===== config.mk =====
export PLATFORM = sky130hd
export DESIGN_NAME = cb_credit_tx_flat
export DESIGN_NICKNAME = d
export VERILOG_FILES = /design/src/rtl/cb_credit_tx_if.sv /design/src/rtl/cb_credit_tx.sv /design/src/flat_wrapper.sv
export SDC_FILE = /design/constraint.sdc
export NUM_CORES = 1
export LEC_CHECK = 0
export BUFFER_PORTS_ARGS = -buffer_cell sky130_fd_sc_hd__buf_2
export CAP_MARGIN = 20
export CELL_PAD_IN_SITES_DETAIL_PLACEMENT = 1
export CELL_PAD_IN_SITES_GLOBAL_PLACEMENT = 1
export CORE_MARGIN = 8
export CORE_UTILIZATION = 40
export DETAILED_ROUTE_END_ITERATION = 6
export GPL_TIMING_DRIVEN = 1
export PLACE_DENSITY_LB_ADDON = 0.2
export SYNTH_ARGS = -nofsm -noshare
export SYNTH_HDL_FRONTEND = slang
export SYNTH_SLANG_ARGS = --single-unit

===== constraint.sdc =====
create_clock -name clk -period 5.9 [get_ports clk]
set_input_delay 0.295 -clock clk [delete_from_list [all_inputs] [get_ports clk]]
set_output_delay 0.295 -clock clk [all_outputs]
set_load 0.02 [all_outputs]

===== src/rtl/cb_credit_tx_if.sv =====
// rtl/cb_credit_tx_if.sv - producer, FIFO-write and credit-return signals of the credit transmit stage
interface cb_credit_tx_if #(
    parameter int DATA_W = 32,
    parameter int CNT_W  = 4
);
    logic              s_valid;
    logic              s_ready;
    logic [DATA_W-1:0] s_data;
    logic              tx_valid;
    logic [DATA_W-1:0] tx_data;
    logic              cr_valid;
    logic [CNT_W-1:0]  cr_count;

    // transmit stage side
    modport master (
        input  s_valid, s_data, cr_valid, cr_count,
        output s_ready, tx_valid, tx_data
    );

    // producer / FIFO / credit-return side
    modport slave (
        output s_valid, s_data, cr_valid, cr_count,
        input  s_ready, tx_valid, tx_data
    );
endinterface


===== src/rtl/cb_credit_tx.sv =====
// rtl/cb_credit_tx.sv - two-entry buffered, credit-gated write stage feeding a credit-based FIFO
module cb_credit_tx #(
    parameter int DATA_W = 32,
    parameter int DEPTH  = 8,
    parameter int CNT_W  = $clog2(DEPTH + 1)
) (
    input  logic             clk,
    input  logic             rst,
    cb_credit_tx_if.master   bus,
    output logic [CNT_W-1:0] credits,
    output logic [CNT_W-1:0] in_flight,
    output logic             idle,
    output logic             err_overflow
);
    localparam logic [CNT_W-1:0] DEPTH_C = CNT_W'(DEPTH);
    localparam logic [CNT_W:0]   DEPTH_X = (CNT_W + 1)'(DEPTH);

    // head is the oldest buffered word, tail the second one when occ == 2
    logic [1:0]        occ;
    logic [DATA_W-1:0] head;
    logic [DATA_W-1:0] tail;
    logic              push;
    logic              launch;
    logic [CNT_W:0]    sum;

    // ready depends only on registered occupancy and reset, never on s_valid
    assign bus.s_ready = (occ < 2'd2) && !rst;
    assign push        = bus.s_valid && bus.s_ready;
    assign launch      = (occ != 2'd0) && (credits != '0);
    assign in_flight   = DEPTH_C - credits;
    assign idle        = (occ == 2'd0) && (credits == DEPTH_C) && !bus.tx_valid;

    // credit arithmetic one bit wider so an oversized return is detectable
    always_comb begin
        sum = {1'b0, credits} - {{CNT_W{1'b0}}, launch};
        if (bus.cr_valid) begin
            sum = sum + {1'b0, bus.cr_count};
        end
    end

    // input buffer: shift tail into head on pop, append the pushed word behind
    always_ff @(posedge clk) begin
        if (rst) begin
            occ  <= 2'd0;
            head <= '0;
            tail <= '0;
        end else begin
            if (launch) begin
                if (occ == 2'd2) begin
                    head <= tail;
                end else if (push) begin
                    head <= bus.s_data;
                end
            end else if (push) begin
                if (occ == 2'd0) begin
                    head <= bus.s_data;
                end else begin
                    tail <= bus.s_data;
                end
            end
            case ({push, launch})
                2'b10:   occ <= occ + 2'd1;
                2'b01:   occ <= occ - 2'd1;
                default: occ <= occ;
            endcase
        end
    end

    // write strobe toward the FIFO; data holds between launches
    always_ff @(posedge clk) begin
        if (rst) begin
            bus.tx_valid <= 1'b0;
            bus.tx_data  <= '0;
        end else begin
            bus.tx_valid <= launch;
            if (launch) begin
                bus.tx_data <= head;
            end
        end
    end

    // credit counter with saturation at DEPTH and a sticky overflow flag
    always_ff @(posedge clk) begin
        if (rst) begin
            credits      <= DEPTH_C;
            err_overflow <= 1'b0;
        end else if (sum > DEPTH_X) begin
            credits      <= DEPTH_C;
            err_overflow <= 1'b1;
        end else begin
            credits <= sum[CNT_W-1:0];
        end
    end
endmodule


===== src/flat_wrapper.sv =====
// flat-port wrapper written by rule: the top's interface ports become plain ports
module cb_credit_tx_flat 
#(
    parameter int DATA_W = 32,
    parameter int DEPTH  = 8,
    parameter int CNT_W  = $clog2(DEPTH + 1)
)
  (clk, rst, credits, in_flight, idle, err_overflow, bus_s_valid, bus_s_data, bus_cr_valid, bus_cr_count, bus_s_ready, bus_tx_valid, bus_tx_data);
  cb_credit_tx_if #(.DATA_W(DATA_W), .CNT_W(CNT_W)) bus_i ();
  input  logic clk;
  input  logic rst;
  output logic [CNT_W-1:0] credits;
  output logic [CNT_W-1:0] in_flight;
  output logic idle;
  output logic err_overflow;
  input wire logic [$bits(bus_i.s_valid)-1:0] bus_s_valid;
  input wire logic [$bits(bus_i.s_data)-1:0] bus_s_data;
  input wire logic [$bits(bus_i.cr_valid)-1:0] bus_cr_valid;
  input wire logic [$bits(bus_i.cr_count)-1:0] bus_cr_count;
  output wire logic [$bits(bus_i.s_ready)-1:0] bus_s_ready;
  output wire logic [$bits(bus_i.tx_valid)-1:0] bus_tx_valid;
  output wire logic [$bits(bus_i.tx_data)-1:0] bus_tx_data;
  assign bus_i.s_valid = bus_s_valid;
  assign bus_i.s_data = bus_s_data;
  assign bus_i.cr_valid = bus_cr_valid;
  assign bus_i.cr_count = bus_cr_count;
  assign bus_s_ready = bus_i.s_ready;
  assign bus_tx_valid = bus_i.tx_valid;
  assign bus_tx_data = bus_i.tx_data;
  cb_credit_tx #(.DATA_W(DATA_W), .DEPTH(DEPTH), .CNT_W(CNT_W)) u_core (.clk(clk), .rst(rst), .bus(bus_i), .credits(credits), .in_flight(in_flight), .idle(idle), .err_overflow(err_overflow));
endmodule

; ---- Word-level counts from Yosys, hierarchy flattened
; Index checks and enable logic that the tools add are counted.
[totals]
regBits = 104
wordCells = 44
[classes]
reduce_logical = 17
magnitude_cmp = 2
n_addsub = 5
muxes = 7
n_eq_ne = 4
bitwise_logic = 2
[ops]
columns = op, n
row1 = $mux 32, 5
row2 = $reduce_bool 2->1, 5
row3 = $reduce_and 3->1, 2
row4 = $add 5x4->5, 1
row5 = $gt 5x4->1 const B, 1
row6 = $logic_and 1x1->1, 5
row7 = $mux 5, 1
row8 = $sub 4x1->5, 1
row9 = $eq 2x2->1 const B, 2
row10 = $eq 4x4->1 const B, 1
row11 = $pmux 2 s2, 1
row12 = $reduce_bool 4->1, 1
row13 = $sub 4x4->4 const A, 1
row14 = $add 2x1->2 const B, 1
row15 = $eq 2x1->1 const B, 1
row16 = $logic_not 1->1, 2
row17 = $logic_not 2->1, 1
row18 = $lt 2x2->1 const B, 1
row19 = $not 1->1, 2
row20 = $reduce_or 2->1, 1
row21 = $sub 2x1->2 const B, 1

; ---- Logic depth before layout (Yosys ltp)
[logic_depth]
word_depth = 7
depth_mapped = 15
depth_no_buf = 14

; ---- Worst setup path after synthesis
; Ideal clock, no wire load.
[synth_timing]
path_type = register to register
start = reg u_core.credits[0]
end = reg u_core.err_overflow
path_stages_with_launch = 16
t_arrival_ns = 3.530
path_slack_ns = 2.245
path_cell_list = dfxtp_1 > inv_1 > ha_1 > nand2b_1 > nor2_1 > nor2_2 > clkbuf_1 > ha_1 > ha_1 > xor2_1 > ha_1 > a21o_1 > or3_1 > a21oi_1 > nor3_1 > o41a_1
[synth_via]
elab_chain_len = 6
[synth_rtl]
columns = element, line
row1 = "start, declared", cb_credit_tx.sv:10  ; output logic [CNT_W-1:0] credits,
row2 = "start signal, assigned", cb_credit_tx.sv:91  ; credits <= sum[CNT_W-1:0];
row3 = $reduce_bool 4->1 *, cb_credit_tx.sv:29  ; assign launch = (occ != 2'd0) && (credits != '0);
row4 = $logic_and 1x1->1 *, cb_credit_tx.sv:29
row5 = via u_core.launch, cb_credit_tx.sv:23  ; logic launch;
row6 = $sub 4x1->5 *, cb_credit_tx.sv:35  ; sum = {1'b0, credits} - {{CNT_W{1'b0}}, launch};
row7 = $add 5x4->5, cb_credit_tx.sv:37  ; sum = sum + {1'b0, bus.cr_count};
row8 = $mux 5 *, cb_credit_tx.sv:36  ; if (bus.cr_valid) begin
row9 = $gt 5x4->1 *, cb_credit_tx.sv:87  ; end else if (sum > DEPTH_X) begin
row10 = "end signal, assigned", cb_credit_tx.sv:86  ; err_overflow <= 1'b0;
row11 = "end signal, assigned", cb_credit_tx.sv:89  ; err_overflow <= 1'b1;
row12 = "end, declared", cb_credit_tx.sv:13  ; output logic err_overflow
; Mark *: on every way through the listed nets, which the timed path passes. The rest lies on a longest branch.
; A chain may end at the register's enable or synchronous reset.

; ---- Worst setup path in the final report
[layout_timing]
start = reg u_core.credits[1]
end = reg u_core.err_overflow
[layout_via]
elab_chain_len = 6
[layout_rtl]
columns = element, line
row1 = $reduce_bool 4->1, cb_credit_tx.sv:29
row2 = $logic_and 1x1->1, cb_credit_tx.sv:29
row3 = $sub 4x1->5 *, cb_credit_tx.sv:35
row4 = $add 5x4->5, cb_credit_tx.sv:37
row5 = $mux 5 *, cb_credit_tx.sv:36
row6 = $gt 5x4->1 *, cb_credit_tx.sv:87
; Mark *: on every way between the ends. The rest lies on a longest branch, timed or not.

==> qor.txt <==
Clock Sinks - 104
sequential element share of the synthesized area - 0.4714
area share of the largest cell type after synthesis - 0.4714
Worst-path clk slew - 100 ps
most common cell after layout, fill and taps aside - nand2_1
syn nets - 555
Max Clock Skew - 7.353 ps
Worst Tran Pin Value - 1105 ps
final count of hold timing violations - 0
Worst Path Required - 6160 ps
Area growth, synth to finish - 13.09%
endpoints failing setup - 0
Achievable Freq - 289.2 MHz
met1 GRT Util - 0.1759
commonest non-fill, non-tap cells in the layout - nand2_1 (130), dfxtp_1 (104), buf_2 (82), a21oi_1 (68), nor2_1 (42)
Post CTS Setup Buffer Count - 0
CP Cell Sequence - inv_1 > ha_1 > nand2b_1 > nor2_1 > nor2_4 > ha_1 > ha_1 > xor2_1 > ha_1 > a21o_1 > or3_1 > a21oi_1 > nor3_1 > o41a_1
Cell Rows - 38
first-pass GRT wire length - 18350 um
cell taking the most area after synthesis - dfxtp_1
Hold-fix buffers, CTS - 0
GPL Wtd Cong - 0.8406
final wirelength - 11000 um
switch share - 0.3973
largest cells by area after synthesis - dfxtp_1 (47%), nand2_1 (11%), a21oi_1 (7.7%), mux2i_1 (7.3%), a211oi_1 (5.9%)
Final Non-Filler Cells - 712
met2 usage - 0.2725
part of the power in combinational logic - 0.418
crit path max-delay cell type - o41a_1
H-tree level count - 3
pin count of the biggest net entering global routing - 104
CTS tree - built
share of cells above drive strength 1 - 0.1941
number of buffers created by CTS - 9
Routed Antenna Nets - 0
DR iter-0 viols - 148
final hold slack - 153.6 ps
ant diodes - 0
die area - 14660 sq um
via count - 3602
Port Buf Inserts - 83
CP dominant cell by count - ha_1
register area - 2082 sq um
total grt overflow - 0
Worst Hold Class - in2reg
Die Ht - 121.1 um
maxcap violations - 0
P_leak - 1.914 nW
Worst Path Class, Setup - reg2reg
Synth Register Bits - 104
post-detail-place hpwl - 7304 um
area of the core - 10790 sq um
dpl cells - 696
synth warn - 0
All-Layer GR Usage - 0.1550
area of the multi-input gates - 2012 sq um
post-cts sizing count - 0
first-pass iteration count of the detailed router - 4
IO Count - 84
design area - 4995 sq um
Post-Synthesis Cells - 504
clock group share of total power - 0.206
Tmin final - 3457 ps
Clk Latency, worst-skew pair - 370 ps
CP endpoint kind - flip-flop
status - finished, final reports clean
Seq pwr share - 0.376
Starting Density - 0.4092
slowest stage delay, CP - 410 ps
Slew headroom - 0.2631
Syn Area/Cell - 8.763 sq um
chip width - 121.1 um
Vias/cell - 5.059
vias in the first global route - 3796
CTS root buf - clkbuf_8
RSZ-0062 raised after global routing - no
DRC Markers - 0
synthesized cell area - 4417 sq um
NetSw - 0.9948 mW
fin util - 0.4628
Top delay family on crit path - adder cells
Max Root-Sink Buffers - 2
Layout fillers - 1343
Pins Over Slew Limit - 0
Pint - 1.509 mW
worst-path fanout max - 4
Max IR drop VDD - 315.9 uV
initial antenna violation count - 0
Cell Area, Placed - 4755 sq um
Tcrit/Tclk final - 0.5860
GRT Max-Usage Layer - met2
setup_tns - 0 ps
CP arrival - 3720 ps
Layout Nets - 618
flop2flop setup slack - 2440 ps
Netlist cell types - 41
pwr/cell area - 501.3 nW/um^2
DR WL/cell - 15.46 um
met3 GRT Util - 0.03630
crit start category - flip-flop
WP buf/inv - 1
logic make-up (layout without fill, tap and decap cells):
logic type / Yosys count / in the layout / share of synthesized area
simple gates: 193 / 193 / 0.1799
compound gates: 113 / 113 / 0.1552
flops: 104 / 104 / 0.4714
buf+inv: 44 / 112 / 0.07422
mux: 32 / 32 / 0.07252
fa+ha+maj: 11 / 11 / 0.03286
xor+xnor: 7 / 7 / 0.01388
routing by layer:
| metal | share of wire | routed length (um) | up-vias |
|---|---|---|---|
| met5 | 0 | 0 | - |
| li1 | - | - | 1816 |
| met4 | 0.014 | 159 | 0 |
| met3 | 0.046 | 503 | 13 |
| met1 | 0.45 | 5003 | 1718 |
| met2 | 0.49 | 5337 | 55 |
metrics by stage:
stage	setup WS, ps	power (mW)
2_1_floorplan	2245	1.804
3_3_place_gp	2679	1.978
3_5_place_dp	2484	2.026
4_1_cts	2470	2.543
5_1_grt	2202	2.698
6_report	2443	2.504
Yosys cell counts (all sizes together):
master / count
ha: 10
a21oi: 69
dlygate4sd1: 1
or3b: 1
inv: 7
mux2i: 32
fa: 1
clkbuf: 17
nor2: 43
nor3: 3
o31ai: 1
nor4bb: 1
a211oi: 35
o22ai: 1
xor2: 4
and2b: 1
dfxtp: 104
or2: 1
and2: 1
o21ai: 4
o41a: 1
or3: 2
xnor2: 3
nand2: 130
clkinv: 1
buf: 18
a21o: 1
o211a: 1
and3: 3
nor2b: 1
nand3: 3
nor3b: 2
nand2b: 1
worst register-to-register path: cells and delay by family (launching register included):
| family | cells | cell delay [ps] |
|---|---|---|
| buffers and inverters | 1 | 80 |
| flip-flops | 1 | 350 |
| AO/OA/AOI/OAI | 3 | 860 |
| AND/OR/NAND/NOR | 5 | 810 |
| XOR/XNOR | 1 | 300 |
| adder cells (fa/ha/maj) | 4 | 970 |
final timing paths:
kind	start	end	depth (start not counted)
setup / recovery	u_core.credits[1]	u_core.err_overflow	14
setup reg to reg	u_core.credits[1]	u_core.err_overflow	14
hold / removal	bus_s_data[13]	u_core.tail[13]	3
hold reg to reg	u_core.bus.tx_data[8]	u_core.bus.tx_data[8]	2
power by group through the flow:
stage | logic (mW) | registers (mW) | clock network [mW]
floorplan | 0.811 | 0.992 | 0
global placement | 1.03 | 0.952 | 0
detailed placement | 1.07 | 0.959 | 0
CTS | 1.07 | 0.943 | 0.530
global route | 1.18 | 0.961 | 0.560
finish | 1.05 | 0.942 | 0.515
state kept, by name, summed over array words and instances (netlist names):
| name | count |
|---|---|
| u_core.bus.tx_data | 32 |
| u_core.bus.tx_valid | 1 |
| u_core.credits | 4 |
| u_core.err_overflow | 1 |
| u_core.head | 32 |
| u_core.occ | 2 |
| u_core.tail | 32 |
layout make-up:
class                      instances  share of cell area
clock inverter                     4             0.01503
inverter                           8            0.006012
sequential                       104              0.4168
multi-input combinational        356              0.4028
tap                              140             0.03507
timing repair buffer              88             0.09118
clock buffer                      12             0.03307
Note: power is estimated with default switching activity, not from simulation.
